[src/rtl/tile_plotter_if.sv]
// Request / pixel-stream bundle for tile_plotter.
// master: the map-control side that issues cell requests and receives pixels.
// slave : the tile_plotter itself.
// When CLEAR_SCREEN_EN is defined the bundle also carries clear_req.
interface tile_plotter_if;
  logic       req_valid;
  logic       req_ready;
  logic [7:0] cell_addr;
  logic [1:0] cell_type;
  logic [7:0] x;
  logic [6:0] y;
  logic [2:0] colour;
  logic       plot;
  logic       done;
`ifdef CLEAR_SCREEN_EN
  logic       clear_req;

  modport master (
    output req_valid, cell_addr, cell_type, clear_req,
    input  req_ready, x, y, colour, plot, done
  );

  modport slave (
    input  req_valid, cell_addr, cell_type, clear_req,
    output req_ready, x, y, colour, plot, done
  );
`else
  modport master (
    output req_valid, cell_addr, cell_type,
    input  req_ready, x, y, colour, plot, done
  );

  modport slave (
    input  req_valid, cell_addr, cell_type,
    output req_ready, x, y, colour, plot, done
  );
`endif
endinterface

[src/rtl/tile_plotter.sv]
// tile_plotter: turns one map-cell request into a row-major stream of
// TILE_W*TILE_H pixels (one per clock) for vga_adapter, then pulses done.
// Optional macro CLEAR_SCREEN_EN adds clear_req and a CLEAR state that
// blanks the whole 160x120 screen before returning through DONE.
module tile_plotter #(
  parameter int TILE_W   = 7,
  parameter int TILE_H   = 7,
  parameter int X_ORIGIN = 24,
  parameter int Y_ORIGIN = 4
) (
  input  logic          clk,
  input  logic          resetn,
  tile_plotter_if.slave bus
);

  localparam int SCREEN_W = 160;
  localparam int SCREEN_H = 120;

`ifdef CLEAR_SCREEN_EN
  typedef enum logic [2:0] {S_IDLE, S_LOAD, S_DRAW, S_DONE, S_CLEAR} state_t;
`else
  typedef enum logic [2:0] {S_IDLE, S_LOAD, S_DRAW, S_DONE} state_t;
`endif

  state_t     state_q, state_d;
  logic [3:0] col_q, col_d;
  logic [3:0] row_q, row_d;
  logic [1:0] type_q, type_d;
  // px/py hold the coordinate of the pixel currently on the outputs
  logic [7:0] px_q, px_d;
  logic [6:0] py_q, py_d;
  logic [7:0] x_q, x_d;
  logic [6:0] y_q, y_d;
  logic [2:0] colour_q, colour_d;
  logic       plot_q, plot_d;
  logic       done_q, done_d;
  logic       emit_tile;
  logic [8:0] base_x;
  logic [8:0] base_y;

  // Tile origin follows the latched cell; it is stable from LOAD onwards.
  assign base_x = 9'(X_ORIGIN) + 9'(col_q) * 9'(TILE_W);
  assign base_y = 9'(Y_ORIGIN) + 9'(row_q) * 9'(TILE_H);

  // Colour of one pixel inside a tile, by cell type.
  function automatic logic [2:0] tile_colour(input logic [1:0] t,
                                             input logic [7:0] cx,
                                             input logic [6:0] cy);
    logic corner;
    logic centre;
    corner = ((cx == 8'd0) || (cx == 8'(TILE_W - 1))) &&
             ((cy == 7'd0) || (cy == 7'(TILE_H - 1)));
    centre = (cx >= 8'(TILE_W / 2 - 1)) && (cx <= 8'(TILE_W / 2 + 1)) &&
             (cy >= 7'(TILE_H / 2 - 1)) && (cy <= 7'(TILE_H / 2 + 1));
    case (t)
      2'd0:    tile_colour = 3'b000;
      2'd1:    tile_colour = 3'b111;
      2'd2:    tile_colour = corner ? 3'b000 : 3'b010;
      default: tile_colour = centre ? 3'b100 : 3'b000;
    endcase
  endfunction

  // A clear request in IDLE blocks tile acceptance so it wins a tie.
`ifdef CLEAR_SCREEN_EN
  assign bus.req_ready = (state_q == S_IDLE) && !bus.clear_req;
`else
  assign bus.req_ready = (state_q == S_IDLE);
`endif
  assign bus.x      = x_q;
  assign bus.y      = y_q;
  assign bus.colour = colour_q;
  assign bus.plot   = plot_q;
  assign bus.done   = done_q;

  // Next state, pixel counters and the next registered pixel.
  always_comb begin
    state_d   = state_q;
    col_d     = col_q;
    row_d     = row_q;
    type_d    = type_q;
    px_d      = px_q;
    py_d      = py_q;
    x_d       = x_q;
    y_d       = y_q;
    colour_d  = colour_q;
    plot_d    = 1'b0;
    done_d    = 1'b0;
    emit_tile = 1'b0;

    case (state_q)
      S_IDLE: begin
        px_d = 8'd0;
        py_d = 7'd0;
`ifdef CLEAR_SCREEN_EN
        if (bus.clear_req) begin
          state_d  = S_CLEAR;
          x_d      = 8'd0;
          y_d      = 7'd0;
          colour_d = 3'b000;
          plot_d   = 1'b1;
        end else
`endif
        if (bus.req_valid) begin
          state_d = S_LOAD;
          col_d   = bus.cell_addr[3:0];
          row_d   = bus.cell_addr[7:4];
          type_d  = bus.cell_type;
        end
      end

      S_LOAD: begin
        // First pixel of the tile goes out on the same edge that enters DRAW.
        state_d   = S_DRAW;
        px_d      = 8'd0;
        py_d      = 7'd0;
        emit_tile = 1'b1;
      end

      S_DRAW: begin
        if ((px_q == 8'(TILE_W - 1)) && (py_q == 7'(TILE_H - 1))) begin
          state_d = S_DONE;
          done_d  = 1'b1;
        end else begin
          if (px_q == 8'(TILE_W - 1)) begin
            px_d = 8'd0;
            py_d = py_q + 7'd1;
          end else begin
            px_d = px_q + 8'd1;
          end
          emit_tile = 1'b1;
        end
      end

      S_DONE: begin
        state_d = S_IDLE;
        px_d    = 8'd0;
        py_d    = 7'd0;
      end

`ifdef CLEAR_SCREEN_EN
      S_CLEAR: begin
        if ((px_q == 8'(SCREEN_W - 1)) && (py_q == 7'(SCREEN_H - 1))) begin
          state_d = S_DONE;
          done_d  = 1'b1;
        end else begin
          if (px_q == 8'(SCREEN_W - 1)) begin
            px_d = 8'd0;
            py_d = py_q + 7'd1;
          end else begin
            px_d = px_q + 8'd1;
          end
          x_d      = px_d;
          y_d      = py_d;
          colour_d = 3'b000;
          plot_d   = 1'b1;
        end
      end
`endif

      default: state_d = S_IDLE;
    endcase

    if (emit_tile) begin
      x_d      = 8'(base_x + 9'(px_d));
      y_d      = 7'(base_y + 9'(py_d));
      colour_d = tile_colour(type_q, px_d, py_d);
      plot_d   = 1'b1;
    end
  end

  // State and output registers; reset abandons any tile or sweep in flight.
  always_ff @(posedge clk or negedge resetn) begin
    if (!resetn) begin
      state_q  <= S_IDLE;
      col_q    <= 4'd0;
      row_q    <= 4'd0;
      type_q   <= 2'd0;
      px_q     <= 8'd0;
      py_q     <= 7'd0;
      x_q      <= 8'd0;
      y_q      <= 7'd0;
      colour_q <= 3'b000;
      plot_q   <= 1'b0;
      done_q   <= 1'b0;
    end else begin
      state_q  <= state_d;
      col_q    <= col_d;
      row_q    <= row_d;
      type_q   <= type_d;
      px_q     <= px_d;
      py_q     <= py_d;
      x_q      <= x_d;
      y_q      <= y_d;
      colour_q <= colour_d;
      plot_q   <= plot_d;
      done_q   <= done_d;
    end
  end

endmodule

[src/flat_wrapper.sv]
// flat-port wrapper written by rule: the top's interface ports become plain ports
module tile_plotter_flat 
#(
  parameter int TILE_W   = 7,
  parameter int TILE_H   = 7,
  parameter int X_ORIGIN = 24,
  parameter int Y_ORIGIN = 4
)
  (clk, resetn, bus_req_valid, bus_cell_addr, bus_cell_type, bus_req_ready, bus_x, bus_y, bus_colour, bus_plot, bus_done);
  tile_plotter_if bus_i ();
  input  logic clk;
  input  logic resetn;
  input wire logic [$bits(bus_i.req_valid)-1:0] bus_req_valid;
  input wire logic [$bits(bus_i.cell_addr)-1:0] bus_cell_addr;
  input wire logic [$bits(bus_i.cell_type)-1:0] bus_cell_type;
  output wire logic [$bits(bus_i.req_ready)-1:0] bus_req_ready;
  output wire logic [$bits(bus_i.x)-1:0] bus_x;
  output wire logic [$bits(bus_i.y)-1:0] bus_y;
  output wire logic [$bits(bus_i.colour)-1:0] bus_colour;
  output wire logic [$bits(bus_i.plot)-1:0] bus_plot;
  output wire logic [$bits(bus_i.done)-1:0] bus_done;
  assign bus_i.req_valid = bus_req_valid;
  assign bus_i.cell_addr = bus_cell_addr;
  assign bus_i.cell_type = bus_cell_type;
  assign bus_req_ready = bus_i.req_ready;
  assign bus_x = bus_i.x;
  assign bus_y = bus_i.y;
  assign bus_colour = bus_i.colour;
  assign bus_plot = bus_i.plot;
  assign bus_done = bus_i.done;
  tile_plotter #(.TILE_W(TILE_W), .TILE_H(TILE_H), .X_ORIGIN(X_ORIGIN), .Y_ORIGIN(Y_ORIGIN)) u_core (.clk(clk), .resetn(resetn), .bus(bus_i));
endmodule
[config.mk]
export PLATFORM = sky130hd
export DESIGN_NAME = tile_plotter_flat
export DESIGN_NICKNAME = d
export VERILOG_FILES = /design/src/rtl/tile_plotter_if.sv /design/src/rtl/tile_plotter.sv /design/src/flat_wrapper.sv
export SDC_FILE = /design/constraint.sdc
export NUM_CORES = 1
export LEC_CHECK = 0
export BUFFER_PORTS_ARGS = -buffer_cell sky130_fd_sc_hd__buf_4
export CELL_PAD_IN_SITES_DETAIL_PLACEMENT = 0
export CELL_PAD_IN_SITES_GLOBAL_PLACEMENT = 1
export CORE_MARGIN = 1
export CORE_UTILIZATION = 50
export DETAILED_ROUTE_END_ITERATION = 10
export PLACE_DENSITY_LB_ADDON = 0.2
export SLEW_MARGIN = 20
export SYNTH_ARGS = -nofsm -noshare
export SYNTH_HDL_FRONTEND = slang
export SYNTH_SLANG_ARGS = --single-unit
[constraint.sdc]
create_clock -name clk -period 10.4 [get_ports clk]
set_input_delay 3.12 -clock clk [delete_from_list [all_inputs] [get_ports clk]]
set_output_delay 3.12 -clock clk [all_outputs]
set_load 0.1 [all_outputs]
==> impl_metrics.yaml, run 1 <==
yosys:
  yosys_register_bits: 47
  share_of_flip_flops_with_an_asynchronous_set_or_reset_after_synthesis_pct: 100
  seq_area_frac_synth_pct: 36.6
  netlist_instances: 318
  post_synthesis_average_cell_area_um2: 10.1
  number_of_flops_mapped_to_enable_cells_by_yosys: 0
  yosys_cell_types: 51
  postSynthNetCount: 384
  synth_largest_type_area_fraction_pct: 36.6
  yosysWarningCount: 0
  netlist_area_um2: 3210
  cell_taking_the_most_area_after_synthesis: "sky130_fd_sc_hd__dfrtp_1"
  synth_area_leaders: "sky130_fd_sc_hd__dfrtp_1, sky130_fd_sc_hd__ha_1, sky130_fd_sc_hd__fa_1"
  synth_top_flop_cell: "sky130_fd_sc_hd__dfrtp_1"
cells_and_area:
  antenna_cells: 0
  layout-drive-gt1-share_pct: 17.4
  finalNonFillerCells: 425
  flow.area_growth_from_synthesis_pct: 11.9
  finish.net_count: 415
  fin_area_um2: 3590
drt:
  drt-wirelength-per-cell_um: 14.5
  dr.pass1.iters: 4
  detail_route.iter0.violations: 121
  vias_per_cell: 5.36
  remaining_drc_errors: 0
  routed_wl_mm: 6.16
  antenna_violating_nets_post_route: 0
  vias: 2278
die:
  die-width_um: 82.1
  fp.dieArea_um2: 6740
  coreArea_um2: 6060
  rows: 28
  floorplan.initialDensity_pct: 53.0
  i_o_pin_count: 34
  chipHeight_um: 82.1
placement:
  gp_congestion: 0.769
  detailedPlacementHpwl_mm: 4.78
  dpl_worst_slack_ps: 6120
  postPlaceCellArea_um2: 3500
  number_of_port_buffers: 33
  post-place-cells: 417
grt:
  grt_overflow: 0
  grt_usage_pct: 21.3
  grt_first_pass_wirelength_mm: 10.6
  first_global_vias: 2259
  grt_max_degree: 48
  grt_antenna_before_repair: 0
setup_path:
  worst_path_cell_trace: "inv_1 -> ha_1 -> buf_4"
  ws_path_type: "register to output port"
  cp_slowest_stage_delay_ps: 420
  cp-end-kind: "output port"
  worstPathMaxFanout: 4
  critPathArrivalTime_ps: 1290
  max_stage_delay_cell_worst_path: "sky130_fd_sc_hd__dfrtp_1"
  reg2regPathDepth: 16
  cp_data_required_time_ps: 7280
  startpoint_type: "register"
timing:
  period_share_pct: 42.4
  final_hold_viol_count: 0
  layout_setup_ws_ps: 5990
  timing.max_slew.rel_slack_pct: 58.1
  worstMarginPinSlew_ps: 627
  number_of_slew_limit_violations_in_the_final_report: 0
  min_period_ps: 4410
  fin_worst_skew_ps: 11.6
  fin_setup_tns_ps: 0
  finalSetupViolations: 0
  achievable-frequency_ghz: 0.227
  rsz0062_at_grt: "false"
status:
  run_status: "complete, no violations"
clocking:
  numClockSinks: 47
  clk_latency_ps: 300
  cts-buffers-inserted: 5
  htree_num_levels: 2
  cts_buffer_depth: 2
  cts_tree: "done"
  cts_resized: 0
  clk_pin_slew_worst_paths_ps: 90
  cts_hold_repair.buffers: 0
  cts_root_buf: "sky130_fd_sc_hd__clkbuf_8"
  cts.repair_timing.setup_buffer_count: 0
job:
  cap_viol_max_count: 0
worst_hold_path:
  worst_hold_check_path_type: "register to register"
  worstHoldPathCells: 2
worst max-delay path, delay by kind of cell, from the launching register on:
family	cells	cell delay [ps]
flops	1	420
fa+ha+maj	1	190
buf+inv	2	390
cells in the final DEF (no fill, tap or decap), types with 4 or more instances in the layout:
master / netlist / final
sky130_fd_sc_hd__fa_1: 11 / 11
sky130_fd_sc_hd__nand3_1: 9 / 9
sky130_fd_sc_hd__clkbuf_8: 0 / 5
sky130_fd_sc_hd__xnor2_1: 9 / 9
sky130_fd_sc_hd__inv_1: 28 / 28
sky130_fd_sc_hd__nand2_1: 43 / 43
sky130_fd_sc_hd__nor3_1: 6 / 6
sky130_fd_sc_hd__buf_4: 0 / 33
sky130_fd_sc_hd__a21oi_1: 14 / 14
sky130_fd_sc_hd__xor2_1: 10 / 10
sky130_fd_sc_hd__o21ai_0: 12 / 12
sky130_fd_sc_hd__nor2_1: 20 / 20
sky130_fd_sc_hd__nand2b_1: 4 / 4
sky130_fd_sc_hd__dfrtp_1: 47 / 47
sky130_fd_sc_hd__ha_1: 42 / 42
sky130_fd_sc_hd__mux2_2: 12 / 12
sky130_fd_sc_hd__a21o_1: 5 / 5
through the flow:
step	utilization (%)	hold WS, ps
3_3_place_gp	57.8	462
3_5_place_dp	57.8	464
5_1_grt	59.2	515
2_1_floorplan	-	479
4_1_cts	59.2	490
6_report	59.2	490
cell families after synthesis:
group | share of synthesized area, %
XOR/XNOR | 5.89
multiplexers | 4.52
flip-flops | 36.6
AND/OR/NAND/NOR | 14.6
AO/OA/AOI/OAI | 10.3
adder cells (fa/ha/maj) | 23.2
buffers and inverters | 4.83
routing by layer:
layer,up-vias,part of all wire (%),GRT usage (%)
met1,1090,51,31.5
met4,0,0.94,5.09
li1,1137,-,-
met3,5,4.2,4.40
met5,-,0,0
met2,46,44,31.8
registers in the layout, summed over array words and instances, names as in the netlist, 2 cells and up:
signal / count
u_core.bus.colour: 3
u_core.bus.x: 8
u_core.bus.y: 7
u_core.col_q: 4
u_core.px_q: 8
u_core.py_q: 7
u_core.row_q: 4
u_core.state_q: 2
u_core.type_q: 2
cells in the mapped netlist (2+ instances only):
cell,instances
sky130_fd_sc_hd__o22a_1,2
sky130_fd_sc_hd__clkbuf_1,6
sky130_fd_sc_hd__ha_1,42
sky130_fd_sc_hd__a21o_1,5
sky130_fd_sc_hd__a211oi_1,2
sky130_fd_sc_hd__xor2_1,10
sky130_fd_sc_hd__and3_1,2
sky130_fd_sc_hd__nand2b_1,4
sky130_fd_sc_hd__nand2_1,43
sky130_fd_sc_hd__inv_1,28
sky130_fd_sc_hd__nor2_1,20
sky130_fd_sc_hd__nand3_1,9
sky130_fd_sc_hd__o21bai_1,2
sky130_fd_sc_hd__xnor2_1,9
sky130_fd_sc_hd__nor3_1,6
sky130_fd_sc_hd__o21ai_0,12
sky130_fd_sc_hd__dfrtp_1,47
sky130_fd_sc_hd__fa_1,11
sky130_fd_sc_hd__nand4_1,2
sky130_fd_sc_hd__mux2_2,12
sky130_fd_sc_hd__a21oi_1,14
area by class of cell:
| type | count | area [um2] |
|---|---|---|
| Sequential cell | 47 | 1180 |
| Timing Repair Buffer | 33 | 248 |
| Fill cell | 538 | 2470 |
| Multi-Input combinational cell | 233 | 1880 |
| Clock inverter | 2 | 12.5 |
| Clock buffer | 6 | 72.6 |
| Inverter | 29 | 109 |
| Tap cell | 75 | 93.8 |
final timing paths:
| path | from | endpoint | slack [ps] |
|---|---|---|---|
| hold / removal | u_core.bus.x[6]$_DFFE_PN0P_ | u_core.bus.x[6]$_DFFE_PN0P_ | 490 |
| setup reg to reg | u_core.px_q[0]$_DFF_PN0_ | u_core.bus.x[7]$_DFFE_PN0P_ | 6240 |
| setup / recovery | u_core.state_q[0]$_DFFE_PN0P_ | bus_req_ready | 5990 |
| max in group asynchronous | resetn | u_core.px_q[2]$_DFF_PN0_ | 7160 |
| min in group asynchronous | resetn | u_core.state_q[0]$_DFFE_PN0P_ | 2820 |
| hold reg to reg | u_core.bus.x[6]$_DFFE_PN0P_ | u_core.bus.x[6]$_DFFE_PN0P_ | 490 |
Power of run 1 is not shown: default switching activity piles up to over one toggle a cycle in this logic, so the estimate is an artifact.
==> run 2: changes to the inputs <==
ABC_AREA = 1   (was not set)
CORE_UTILIZATION = 40   (was 50)
clock period = 4 ns   (was 10.4 ns; I/O delays follow)
==> run 2 against run 1 <==
Design area is 5.3% higher. Highest routed layer unchanged. Area after synthesis grew 3.5%. Critical endpoint is now u_core.bus.x[7]$_DFFE_PN0P_. Count of clock-buffer cells in the layout stayed put. First-iteration DRC count shrank 31%. Register-to-register slack worse by 5800 ps. Utilization down 11 points. Wire length rose by 7.7%. Hold slack got worse by 5.4 ps. Clock skew down 4.4 ps. Non-clock buffer count up 1. Sequential share of layout area fell by 1.7 points.
==> impl_metrics.yaml, run 2 <==
status:
  run_status: "complete, no violations"
die:
  i_o_pin_count: 34
  chipHeight_um: 93.1
  rows: 32
  die-width_um: 93.1
  floorplan.initialDensity_pct: 42.1
  coreArea_um2: 7890
  fp.dieArea_um2: 8670
worst_hold_path:
  worst_hold_check_path_type: "register to register"
  hold_path_end: "u_core.bus.x[5]$_DFFE_PN0P_"
  worstHoldPathCells: 2
  min-delay-start: "u_core.bus.x[5]$_DFFE_PN0P_"
setup_path:
  cp_slowest_stage_delay_ps: 490
  path_common_cell: "sky130_fd_sc_hd__nand2_1"
  cp-end-kind: "register"
  cp_data_required_time_ps: 4190
  max_stage_delay_cell_worst_path: "sky130_fd_sc_hd__fa_1"
  ws_path_type: "register to register"
  crit-reg2reg-capture: "u_core.bus.x[7]$_DFFE_PN0P_"
  critPathArrivalTime_ps: 3790
  regToRegStartpoint: "u_core.px_q[0]$_DFF_PN0_"
  startpoint_type: "register"
  rrSetupSlack_ps: 400
  timing.critical_path.from: "u_core.px_q[0]$_DFF_PN0_"
  worstPathMaxFanout: 14
  reg2regPathDepth: 21
  worst_path_cell_trace: "inv_1 -> ha_1 -> nand3_4 -> nor2_8 -> nand2_2 -> nand2_1 -> nand2_1 -> inv_1 -> fa_1 -> fa_1 -> ha_1 -> nand3_1 -> nand2_1 -> nand2_1 -> nand2_1 -> a21oi_1 -> or2_2 -> nand2_1 -> nand2_1 -> nand3_1 -> nand2_1"
drt:
  vias_per_cell: 4.62
  detail_route.iter0.violations: 83
  dr.pass1.iters: 4
  antenna_violating_nets_post_route: 0
  routed_wl_mm: 6.64
  vias: 2483
  drt-wirelength-per-cell_um: 12.4
  remaining_drc_errors: 0
clocking:
  cts.repair_timing.setup_buffer_count: 0
  cts_buffer_depth: 2
  cts-buffers-inserted: 5
  cts_tree: "done"
  cts_resized: 0
  clk_latency_ps: 290
  cts_root_buf: "sky130_fd_sc_hd__clkbuf_8"
  htree_num_levels: 2
  cts_hold_repair.buffers: 0
  clk_pin_slew_worst_paths_ps: 90
  numClockSinks: 47
timing:
  number_of_slew_limit_violations_in_the_final_report: 0
  finalSetupViolations: 0
  rsz0062_at_grt: "false"
  final_hold_viol_count: 0
  worstMarginPinSlew_ps: 712
  timing.max_slew.rel_slack_pct: 52.4
  period_share_pct: 90.1
  layout_setup_ws_ps: 397
  min_period_ps: 3600
  fin_setup_tns_ps: 0
  fin_worst_skew_ps: 7.19
  achievable-frequency_ghz: 0.278
yosys:
  netlist_area_um2: 3320
  dominant_cell_by_count_in_the_synthesized_netlist: "sky130_fd_sc_hd__nand2_1"
  synth_largest_type_area_fraction_pct: 35.4
  yosys_cell_types: 30
  yosys-top-cells-count: "sky130_fd_sc_hd__nand2_1, sky130_fd_sc_hd__inv_1, sky130_fd_sc_hd__dfrtp_1, sky130_fd_sc_hd__ha_1, sky130_fd_sc_hd__nand3_1"
  synth_top_flop_cell: "sky130_fd_sc_hd__dfrtp_1"
  yosys_register_bits: 47
  number_of_flops_mapped_to_enable_cells_by_yosys: 0
  post_synthesis_average_cell_area_um2: 8.32
  seq_area_frac_synth_pct: 35.4
  yosysWarningCount: 0
  postSynthNetCount: 465
  cell_taking_the_most_area_after_synthesis: "sky130_fd_sc_hd__dfrtp_1"
  share_of_flip_flops_with_an_asynchronous_set_or_reset_after_synthesis_pct: 100
  netlist_instances: 399
  synth_area_leaders: "sky130_fd_sc_hd__dfrtp_1, sky130_fd_sc_hd__ha_1, sky130_fd_sc_hd__nand2_1"
grt:
  grt_max_degree: 48
  grt_first_pass_wirelength_mm: 11.7
  first_global_vias: 2521
  grt_overflow: 0
  grt_usage_pct: 17.3
  grt_antenna_before_repair: 0
cells_and_area:
  most_common_library_cell_in_the_layout_ignoring_fill_and_taps: "sky130_fd_sc_hd__nand2_1"
  layout-drive-gt1-share_pct: 15.6
  finish.net_count: 500
  flow.area_growth_from_synthesis_pct: 13.9
  antenna_cells: 0
  final_cell_mix: "sky130_fd_sc_hd__nand2_1, sky130_fd_sc_hd__inv_1, sky130_fd_sc_hd__dfrtp_1, sky130_fd_sc_hd__ha_1"
placement:
  number_of_port_buffers: 33
  dpl_worst_slack_ps: 420
  detailedPlacementHpwl_mm: 5.17
  gp_congestion: 0.766
job:
  cap_viol_max_count: 0
## run 2: cell count changes in the layout (fill, tap and decap cells not counted), sizes merged, moves of 6 or more
cell	before	now
nand2	43	101
xor2	10	4
inv	29	67
mux2	12	2
nor2	21	34
nand3	9	38
## run 2: logic make-up after synthesis
| group | share of synthesized area (%) |
|---|---|
| multiplexers | 0.678 |
| buffers and inverters | 8.78 |
| AND/OR/NAND/NOR | 24.9 |
| AO/OA/AOI/OAI | 5.39 |
| flip-flops | 35.4 |
| adder cells (fa/ha/maj) | 22.5 |
| XOR/XNOR | 2.37 |
## run 2: how the worst max path moves through the flow
stage | cells after the start | to
2_1_floorplan | 21 | u_core.bus.x[7]$_DFFE_PN0P_
3_3_place_gp | 21 | u_core.bus.x[7]$_DFFE_PN0P_
3_5_place_dp | 21 | u_core.bus.x[7]$_DFFE_PN0P_
4_1_cts | 21 | u_core.bus.x[7]$_DFFE_PN0P_
5_1_grt | 21 | u_core.bus.x[7]$_DFFE_PN0P_
6_report | 21 | u_core.bus.x[7]$_DFFE_PN0P_
## run 2: layer usage
metal / track usage, % / routed length, um / up-vias
met1: 25.4 / 3530 / 1129
met4: 3.97 / 37 / 0
li1: - / - / 1321
met3: 2.60 / 162 / 2
met5: 0 / 0 / -
met2: 26.9 / 2910 / 31
## run 2: worst max-delay path, delay by kind of cell, from the launching register on
kind | cells | cell delay [ps]
compound gates | 1 | 80
buf+inv | 2 | 180
flops | 1 | 420
fa+ha+maj | 4 | 1450
simple gates | 14 | 1350
## run 2: final cells by class
cell class              count  area, um2
inverters                  67        251
well taps                 102        128
fillers                   752       4110
clock buffers               6       82.6
clock inverters             2       35.0
flip-flops and latches     47       1180
multi-input cells         279       1850
repair buffers             34        255
## run 2: metrics by stage
stage	std cells	hold slack (ps)	utilization [%]	instance area, um2
finish	537	485	47.9	3780
detailed placement	529	466	46.4	3660
global placement	529	462	46.4	3660
CTS	537	492	47.9	3780
floorplan	399	493	-	3320
global route	537	518	47.9	3780
Power of run 2 is left out for the same reason.
